`config.mk`:
```
export PLATFORM = sky130hd
export DESIGN_NAME = fetch_decode_queue
export DESIGN_NICKNAME = d
export VERILOG_FILES = /design/src/rtl/fetch_decode_queue_pkg.sv /design/src/rtl/fetch_decode_queue_nop_field_select.sv /design/src/rtl/fetch_decode_queue.sv
export SDC_FILE = /design/constraint.sdc
export NUM_CORES = 1
export LEC_CHECK = 0
export BUFFER_PORTS_ARGS = -buffer_cell sky130_fd_sc_hd__buf_4
export CAP_MARGIN = 0
export CORE_MARGIN = 2
export CORE_UTILIZATION = 53
export DETAILED_ROUTE_END_ITERATION = 7
export PLACE_DENSITY_LB_ADDON = 0.1
export SLEW_MARGIN = 20
export SYNTH_ARGS = -nofsm -noshare
export SYNTH_HDL_FRONTEND = slang
export SYNTH_SLANG_ARGS = --single-unit
```
`constraint.sdc`:
```
create_clock -name clk_in -period 5.34 [get_ports clk_in]
set_input_delay 0.267 -clock clk_in [delete_from_list [all_inputs] [get_ports clk_in]]
set_output_delay 0.267 -clock clk_in [all_outputs]
set_load 0.03 [all_outputs]
```
`src/rtl/fetch_decode_queue_pkg.sv`:
```
// fetch_decode_queue_pkg: shared NOP constant, RV32 field positions and queue entry type.
package fetch_decode_queue_pkg;
    localparam logic [31:0] NOP_INSTR = 32'h0000_0013;
    localparam int OPCODE_LSB = 0;
    localparam int RD_LSB = 7;
    localparam int FUNCT3_LSB = 12;
    localparam int RS1_LSB = 15;
    localparam int RS2_LSB = 20;
    localparam int FUNCT7_LSB = 25;
    localparam int PC_W_MAX = 64;
    typedef struct packed {
        logic [31:0] instr;
        logic [PC_W_MAX-1:0] pc;
    } instr_entry_t;
endpackage

```
`src/rtl/fetch_decode_queue_nop_field_select.sv`:
```
// nop_field_select: splits an RV32 word into decode fields, substituting the NOP word when killed.
module nop_field_select #(
    parameter logic [31:0] NOP_INSTR = fetch_decode_queue_pkg::NOP_INSTR
) (
    input  logic [31:0] instr,
    input  logic        kill,
    output logic [6:0]  opcode,
    output logic [2:0]  funct3,
    output logic [6:0]  funct7,
    output logic [4:0]  rs1_addr,
    output logic [4:0]  rs2_addr,
    output logic [4:0]  rd_addr,
    output logic [24:0] instr_31_7
);
    import fetch_decode_queue_pkg::*;
    logic [31:0] w;
    always_comb begin
        w = kill ? NOP_INSTR : instr;
        opcode = w[OPCODE_LSB +: 7];
        rd_addr = w[RD_LSB +: 5];
        funct3 = w[FUNCT3_LSB +: 3];
        rs1_addr = w[RS1_LSB +: 5];
        rs2_addr = w[RS2_LSB +: 5];
        funct7 = w[FUNCT7_LSB +: 7];
        instr_31_7 = w[31:RD_LSB];
    end
endmodule

```
`src/rtl/fetch_decode_queue.sv`:
```
// fetch_decode_queue: PC-tagged instruction queue between fetch and decode with flush-to-NOP head.
module fetch_decode_queue #(
    parameter int          DEPTH     = 4,
    parameter int          PC_W      = 32,
    parameter logic [31:0] NOP_INSTR = fetch_decode_queue_pkg::NOP_INSTR
) (
    input  logic                       clk_in,
    input  logic                       rst_in,
    input  logic                       flush_in,
    input  logic                       valid_in,
    input  logic [31:0]                instr_in,
    input  logic [PC_W-1:0]            pc_in,
    output logic                       ready_out,
    input  logic                       stall_in,
    output logic                       valid_out,
    output logic [6:0]                 opcode_out,
    output logic [2:0]                 funct3_out,
    output logic [6:0]                 funct7_out,
    output logic [4:0]                 rs1_addr_out,
    output logic [4:0]                 rs2_addr_out,
    output logic [4:0]                 rd_addr_out,
    output logic [24:0]                instr_31_7_out,
    output logic [PC_W-1:0]            pc_out,
    output logic [$clog2(DEPTH+1)-1:0] count_out
);
    import fetch_decode_queue_pkg::*;
    localparam int PW = $clog2(DEPTH);
    localparam int CW = $clog2(DEPTH+1);
    instr_entry_t mem [DEPTH];
    logic [PW-1:0] wr_ptr, rd_ptr;
    logic [CW-1:0] count;
    logic kill, push, pop;
    always_comb begin
        kill = flush_in | (count == '0);
        ready_out = count != CW'(DEPTH);
        valid_out = !kill;
        push = valid_in & ready_out & !flush_in;
        pop = valid_out & !stall_in;
        pc_out = kill ? '0 : mem[rd_ptr].pc[PC_W-1:0];
        count_out = count;
    end
    nop_field_select #(.NOP_INSTR(NOP_INSTR)) u_sel (
        .instr(mem[rd_ptr].instr),
        .kill(kill),
        .opcode(opcode_out),
        .funct3(funct3_out),
        .funct7(funct7_out),
        .rs1_addr(rs1_addr_out),
        .rs2_addr(rs2_addr_out),
        .rd_addr(rd_addr_out),
        .instr_31_7(instr_31_7_out)
    );
    // Pointers wrap for free since DEPTH is a power of two; entry contents survive a flush.
    always_ff @(posedge clk_in) begin
        if (rst_in || flush_in) begin
            wr_ptr <= '0;
            rd_ptr <= '0;
            count <= '0;
        end else begin
            if (push) begin
                mem[wr_ptr] <= '{instr: instr_in, pc: PC_W_MAX'(pc_in)};
                wr_ptr <= wr_ptr + PW'(1);
            end
            if (pop) rd_ptr <= rd_ptr + PW'(1);
            count <= count + CW'(push) - CW'(pop);
        end
    end
    assert property (@(posedge clk_in) disable iff (rst_in) count <= CW'(DEPTH));
    assert property (@(posedge clk_in) disable iff (rst_in) !(pop && count == '0));
    assert property (@(posedge clk_in) disable iff (rst_in) !(push && count == CW'(DEPTH)));
endmodule

```
==> results of run 1 <==
[worst register-to-register path: cells and delay by family (launching register included)]
kind	cells	cell delay [ns]
adders and majority gates	3	0.88
DFF	1	0.39
buffers and inverters	3	0.67
and+or+nand+nor	3	0.83
[through the flow]
stage / util / total power [W] / instance area (µm²) / hold slack, ns / setup slack (ns)
after global routing: 0.673 / 0.00434 / 13100 / 0.0723 / 1.81
after detailed placement: 0.599 / 0.00255 / 11600 / 0.452 / 2.51
after global placement: 0.599 / 0.00254 / 11600 / 0.446 / 2.51
after floorplan: - / 0.00245 / 10400 / 0.338 / 2.17
final: 0.673 / 0.00420 / 13100 / 0.0629 / 2.07
after CTS: 0.673 / 0.00425 / 13100 / 0.0369 / 1.94
[timing repair]
| item | 4_1_cts | 5_1_grt |
|---|---|---|
| setup buffers | 0 | 0 |
| endpoints found under the setup margin | 0 | 0 |
| hold endpoints to repair | 257 | 0 |
| hold buffers | 66 | 0 |
[logic make-up after synthesis]
family,count (synthesis)
xor gates and xnor gates,2
buffers and inverters,52
muxes,65
adders and majority gates,7
and+or+nand+nor,84
DFF,265
AOI/OAI and AO/OA,7
[report_power, final]
part	internal, W	total [W]	switching (W)
clock network	0.000945	0.00166	0.000713
registers	0.00230	0.00231	0.00000762
logic	0.000115	0.000230	0.000115
[final cells by class]
class | instances | area (µm²) | share of cell area
Sequential cell | 265 | 7880 | 0.603
Multi-Input combinational cell | 165 | 2160 | 0.165
Timing Repair Buffer | 230 | 1890 | 0.145
Clock buffer | 39 | 731 | 0.0560
Tap cell | 265 | 332 | 0.0254
Clock inverter | 9 | 45.0 | 0.00345
Inverter | 6 | 22.5 | 0.00172
[sequential cells by signal (all words and copies together), names as in the netlist, named ones only]
| name | cells |
|---|---|
| wr_ptr | 2 |
| mem | 256 |
| count_out | 3 |
| rd_ptr | 2 |
[placed cells by master, fill, tap and decap left out, types with 3 or more instances in the layout]
cell and instances:
edfxtp_1 256, buf_4 164, dlygate4sd3_1 66, mux4_2 63
and2_1 63, clkbuf_16 27, clkbuf_1 11, dfxtp_1 7
inv_1 6, ha_1 6, or3_1 5, clkinv_2 5
and2_4 4, clkinv_1 3
[worst max path at each step]
stage,slack (ns),end,depth (start not counted),from
final,2.07,funct7_out[6],4,flop
after CTS,1.94,funct7_out[6],4,flop
after floorplan,2.17,mem[0][0],4,count_out[1]
after global routing,1.81,instr_31_7_out[24],4,flop
after global placement,2.51,funct7_out[6],4,flop
after detailed placement,2.51,funct7_out[6],4,flop
[synth_stat cells, drive strengths merged]
master / count / share of area
buf: 39 / 0.034
ha: 6 / 0.0072
or4: 1 / 0.00072
nor2: 2 / 0.00072
mux4: 64 / 0.14
nand2: 1 / 0.00036
mux2i: 1 / 0.00096
a21boi: 4 / 0.0029
nand3: 2 / 0.00096
fa: 1 / 0.0019
o31ai: 1 / 0.00072
nor3b: 1 / 0.0012
and2: 67 / 0.040
xnor2: 2 / 0.0017
nor3: 3 / 0.0019
inv: 6 / 0.0022
dfxtp: 9 / 0.017
or3: 5 / 0.0030
o21ai: 2 / 0.00096
and3: 1 / 0.00060
clkbuf: 7 / 0.0026
nor4b: 1 / 0.00084
edfxtp: 256 / 0.74
[layer usage]
layer | track usage | wire length [µm] | vias to the layer above
li1 | - | - | 2331
met2 | 0.326 | 9900 | 155
met5 | 0 | 0 | -
met3 | 0.0377 | 1100 | 35
met1 | 0.235 | 7740 | 2644
met4 | 0.0588 | 399 | 0
==> flow_metrics.env, run 1 <==
export IMPL_cpMostUsedCell="buf_4"
export IMPL_max_freq_mhz=306
export IMPL_synth_compound_area_frac=0.00457
export IMPL_start_util=0.537
export IMPL_synthSimpleGateAreaFrac=0.0506
export IMPL_wl_per_cell_um=19.5
export IMPL_critPathMaxStageDelay_ns=0.89
export IMPL_setup_tns_ns=0
export IMPL_synth_yosys_seq_area_share=0.755
export IMPL_rrSetupSlack_ns=2.52
export IMPL_syn_inst=482
export IMPL_muxShareOfSynthArea=0.140
export IMPL_r2r_end="count_out[1]"
export IMPL_required_ns=5.07
export IMPL_antenna_cells=0
export IMPL_netlist_area_mm2=0.0104
export IMPL_totalWireLength_mm=19.1
export IMPL_drv_slew=0
export IMPL_slew_headroom=0.321
export IMPL_hold_end="wr_ptr[1]"
export IMPL_period_share=0.613
export IMPL_first_global_vias=5546
export IMPL_grt_overflow_total=0
export IMPL_power_density_mw_per_mm2=321
export IMPL_cap_violations=0
export IMPL_path_clk_slew_ns=0.06
export IMPL_fp_coreArea_mm2=0.0194
export IMPL_grt_max_degree=65
export IMPL_hold_class="in2reg"
export IMPL_end_kind="primary output"
export IMPL_ant_nets=0
export IMPL_finalSetupViolations=0
export IMPL_die_area_mm2=0.0208
export IMPL_status="completed"
export IMPL_arrival_ns=3.01
export IMPL_drive_above_1_share=0.378
export IMPL_grt_pass1_wl_mm=28.9
export IMPL_crit_slowest_cell="dfxtp_4"
export IMPL_stdcell_count=979
export IMPL_cts_tree="done"
export IMPL_placed_cells=865
export IMPL_rows=51
export IMPL_clock_sinks=265
export IMPL_min_from="valid_in"
export IMPL_grtUsageTotal=0.186
export IMPL_numCtsBuffers=27
export IMPL_io_buffers=162
export IMPL_ys_ff_latch=265
export IMPL_area_delta_synth_final_pct=25.4
export IMPL_avgSynthCellArea_um2=21.6
export IMPL_synth_xor_area_frac=0.00168
export IMPL_clock_latency_ns=0.52
export IMPL_syn_nets=558
export IMPL_vdd_drop_max_mv=0.302
export IMPL_drtIter0Drc=235
export IMPL_leakagePower_nw=4.53
export IMPL_dieWidth_um=144
export IMPL_period_needed_ns=3.27
export IMPL_synthAdderAreaFrac=0.00913
export IMPL_n_fill_cell=1370
export IMPL_holdPathStages=3
export IMPL_viasPerCell=5.28
export IMPL_post_dp_hpwl_mm=10.4
export IMPL_cp_cell_sequence="buf_4 -> mux4_1 -> and2_1 -> buf_4"
export IMPL_drtPass1Iterations=5
export IMPL_root_buffer="clkbuf_16"
export IMPL_path_class="reg2out"
export IMPL_clockBufferDepth=3
export IMPL_skew_ns=0.0130
export IMPL_worstMarginPinSlew_ns=1.02
export IMPL_rsz0062_at_grt="false"
export IMPL_cts_htree_levels=1
export IMPL_cp_start_kind="flop"
export IMPL_hold_viol_final=0
export IMPL_r2r_cells=9
export IMPL_regToRegStartpoint="count_out[1]"
export IMPL_antenna_found_initial=0
export IMPL_path_max_fanout=39
export IMPL_vias=5165
export IMPL_cp_top_family="flip-flops"
export IMPL_post_route_drc_count=0
export IMPL_synth_top_family_by_area="multiplexers"
export IMPL_cts_resized_gates=0
export IMPL_critPathBufInv=2
export IMPL_nets=771
export IMPL_io_pins=163
export IMPL_ys_warn_count=0
export IMPL_gp_congestion=0.683
export IMPL_die_y_um=144
export IMPL_ys_types=30
No activity file was read; power rests on OpenSTA's default activity.
==> inputs of run 2 (changes only) <==
CORE_UTILIZATION = 51   (was 53)
clock period = 2.85 ns   (was 5.34 ns; I/O delays follow)
==> run 2 against run 1 <==
Via count increased by 1.5%. Sequential share of layout area decreased by 1.6 points. Sequential power increased by 87%. Largest cell class unchanged. Largest power group unchanged. Highest routed layer unchanged.
==> flow_metrics.env, run 2 (synthesis gave the netlist of run 1 again) <==
export IMPL_status="completed"
export IMPL_clockBufferDepth=3
export IMPL_leakagePower_nw=4.70
export IMPL_pwr_share_seq=0.519
export IMPL_dp_slack_ns=0.363
export IMPL_postLayoutCellArea_mm2=0.0134
export IMPL_final_common_cell="edfxtp_1"
export IMPL_clock_latency_ns=0.52
export IMPL_drv_slew=0
export IMPL_die_y_um=147
export IMPL_rsz0062_at_grt="false"
export IMPL_top_register="mem"
export IMPL_required_ns=2.71
export IMPL_path_max_fanout=25
export IMPL_antenna_cells=0
export IMPL_nets=788
export IMPL_layout_common_cells="256 x edfxtp_1, 171 x buf_4, 69 x dlygate4sd3_1, 63 x mux4_2, 63 x and2_1"
export IMPL_wl_per_cell_um=19.7
export IMPL_antenna_found_initial=0
export IMPL_io_buffers=162
export IMPL_sw_frac_of_total=0.194
export IMPL_skew_ns=0.0133
export IMPL_gp_congestion=0.747
export IMPL_cp_start_kind="flop"
export IMPL_grt_pass1_wl_mm=30.6
export IMPL_cts_htree_levels=1
export IMPL_setup_tns_ns=0
export IMPL_area_delta_synth_final_pct=28.8
export IMPL_slew_headroom=0.575
export IMPL_post_dp_hpwl_mm=12.0
export IMPL_cts_tree="done"
export IMPL_numCtsBuffers=27
export IMPL_p_clk_frac=0.428
export IMPL_vias=5243
export IMPL_path_clk_slew_ns=0.06
export IMPL_fp_coreArea_mm2=0.0201
export IMPL_grt_overflow_total=0
export IMPL_grtUsageTotal=0.185
export IMPL_worstMarginPinSlew_ns=0.637
export IMPL_power_share_combinational=0.053
export IMPL_rows=52
export IMPL_post_cts_buffers=0
export IMPL_grt_max_degree=46
export IMPL_dpl_cell_area_mm2=0.0118
export IMPL_root_buffer="clkbuf_16"
export IMPL_layout_setup_ws_ns=0.221
export IMPL_min_from="pc_in[10]"
export IMPL_hold_viol_final=0
export IMPL_start_util=0.518
export IMPL_dieWidth_um=147
export IMPL_drive_above_1_share=0.399
export IMPL_max_freq_mhz=380
export IMPL_period_share=0.922
export IMPL_p_int_w=0.00672
export IMPL_post_route_util=0.667
export IMPL_clock_sinks=265
export IMPL_largest_reg_flops=256
export IMPL_viasPerCell=5.23
export IMPL_end_kind="primary output"
export IMPL_vdd_drop_max_mv=0.605
export IMPL_regToRegStartpoint="count_out[1]"
export IMPL_drtPass1Iterations=4
export IMPL_io_pins=163
export IMPL_hold_class="in2reg"
export IMPL_die_area_mm2=0.0216
export IMPL_power_density_mw_per_mm2=621
export IMPL_first_global_vias=5542
export IMPL_drtIter0Drc=245
export IMPL_finalSetupViolations=0
export IMPL_arrival_ns=2.49
export IMPL_switchingPower_w=0.00162
export IMPL_period_needed_ns=2.63
export IMPL_ant_nets=0
export IMPL_path_class="reg2out"
export IMPL_post_route_drc_count=0
export IMPL_totalWireLength_mm=19.8
export IMPL_cap_violations=0
-- run 2: repair_timing --
item	4_1_cts	5_1_grt
gates resized for setup	0	0
endpoints found under the hold margin	263	0
hold buffers	69	0
-- run 2: final timing paths --
path	end	slack (ns)	cells after the start
hold / removal	mem[1][10]	0.37	2
setup reg to reg	count_out[2]	0.36	10
hold reg to reg	flop	0.47	2
setup / recovery	rd_addr_out[3]	0.22	4
-- run 2: final cells by class --
class                      instances  area (µm²)
sequential                       265        7880
fill                            1345        6690
multi-input combinational        165        2160
timing repair buffer             247        2110
clock buffer                      30         687
tap                              270         338
clock inverter                    19         221
inverter                           6        22.5
-- run 2: critical path: stages (launching register included) --
cell and delay [ns]:
dfxtp_4 0.69, buf_4 0.37, mux4_2 0.55, and2_1 0.18, buf_4 0.16
-- run 2: routing by layer --
layer	routed length (µm)	up-vias	part of all wire	GRT usage
met5	0	-	0	0
met4	366	0	0.019	0.0466
met3	1030	30	0.052	0.0326
met2	9960	155	0.50	0.320
met1	8430	2684	0.43	0.248
li1	-	2374	-	-
-- run 2: per-stage QoR --
step	hold WS [ns]	instances	total power, W
after floorplan	0.214	482	0.00459
after global placement	0.335	884	0.00476
after detailed placement	0.346	884	0.00478
after CTS	0.331	1002	0.00842
after global routing	0.347	1002	0.00860
final	0.365	1002	0.00834
-- run 2: power by group through the flow --
stage / clock [W] / sequential [W] / combinational (W)
5_1_grt: 0.00379 / 0.00433 / 0.000477
3_5_place_dp: 0 / 0.00441 / 0.000372
6_report: 0.00357 / 0.00432 / 0.000446
4_1_cts: 0.00365 / 0.00432 / 0.000450
2_1_floorplan: 0 / 0.00441 / 0.000182
3_3_place_gp: 0 / 0.00440 / 0.000358
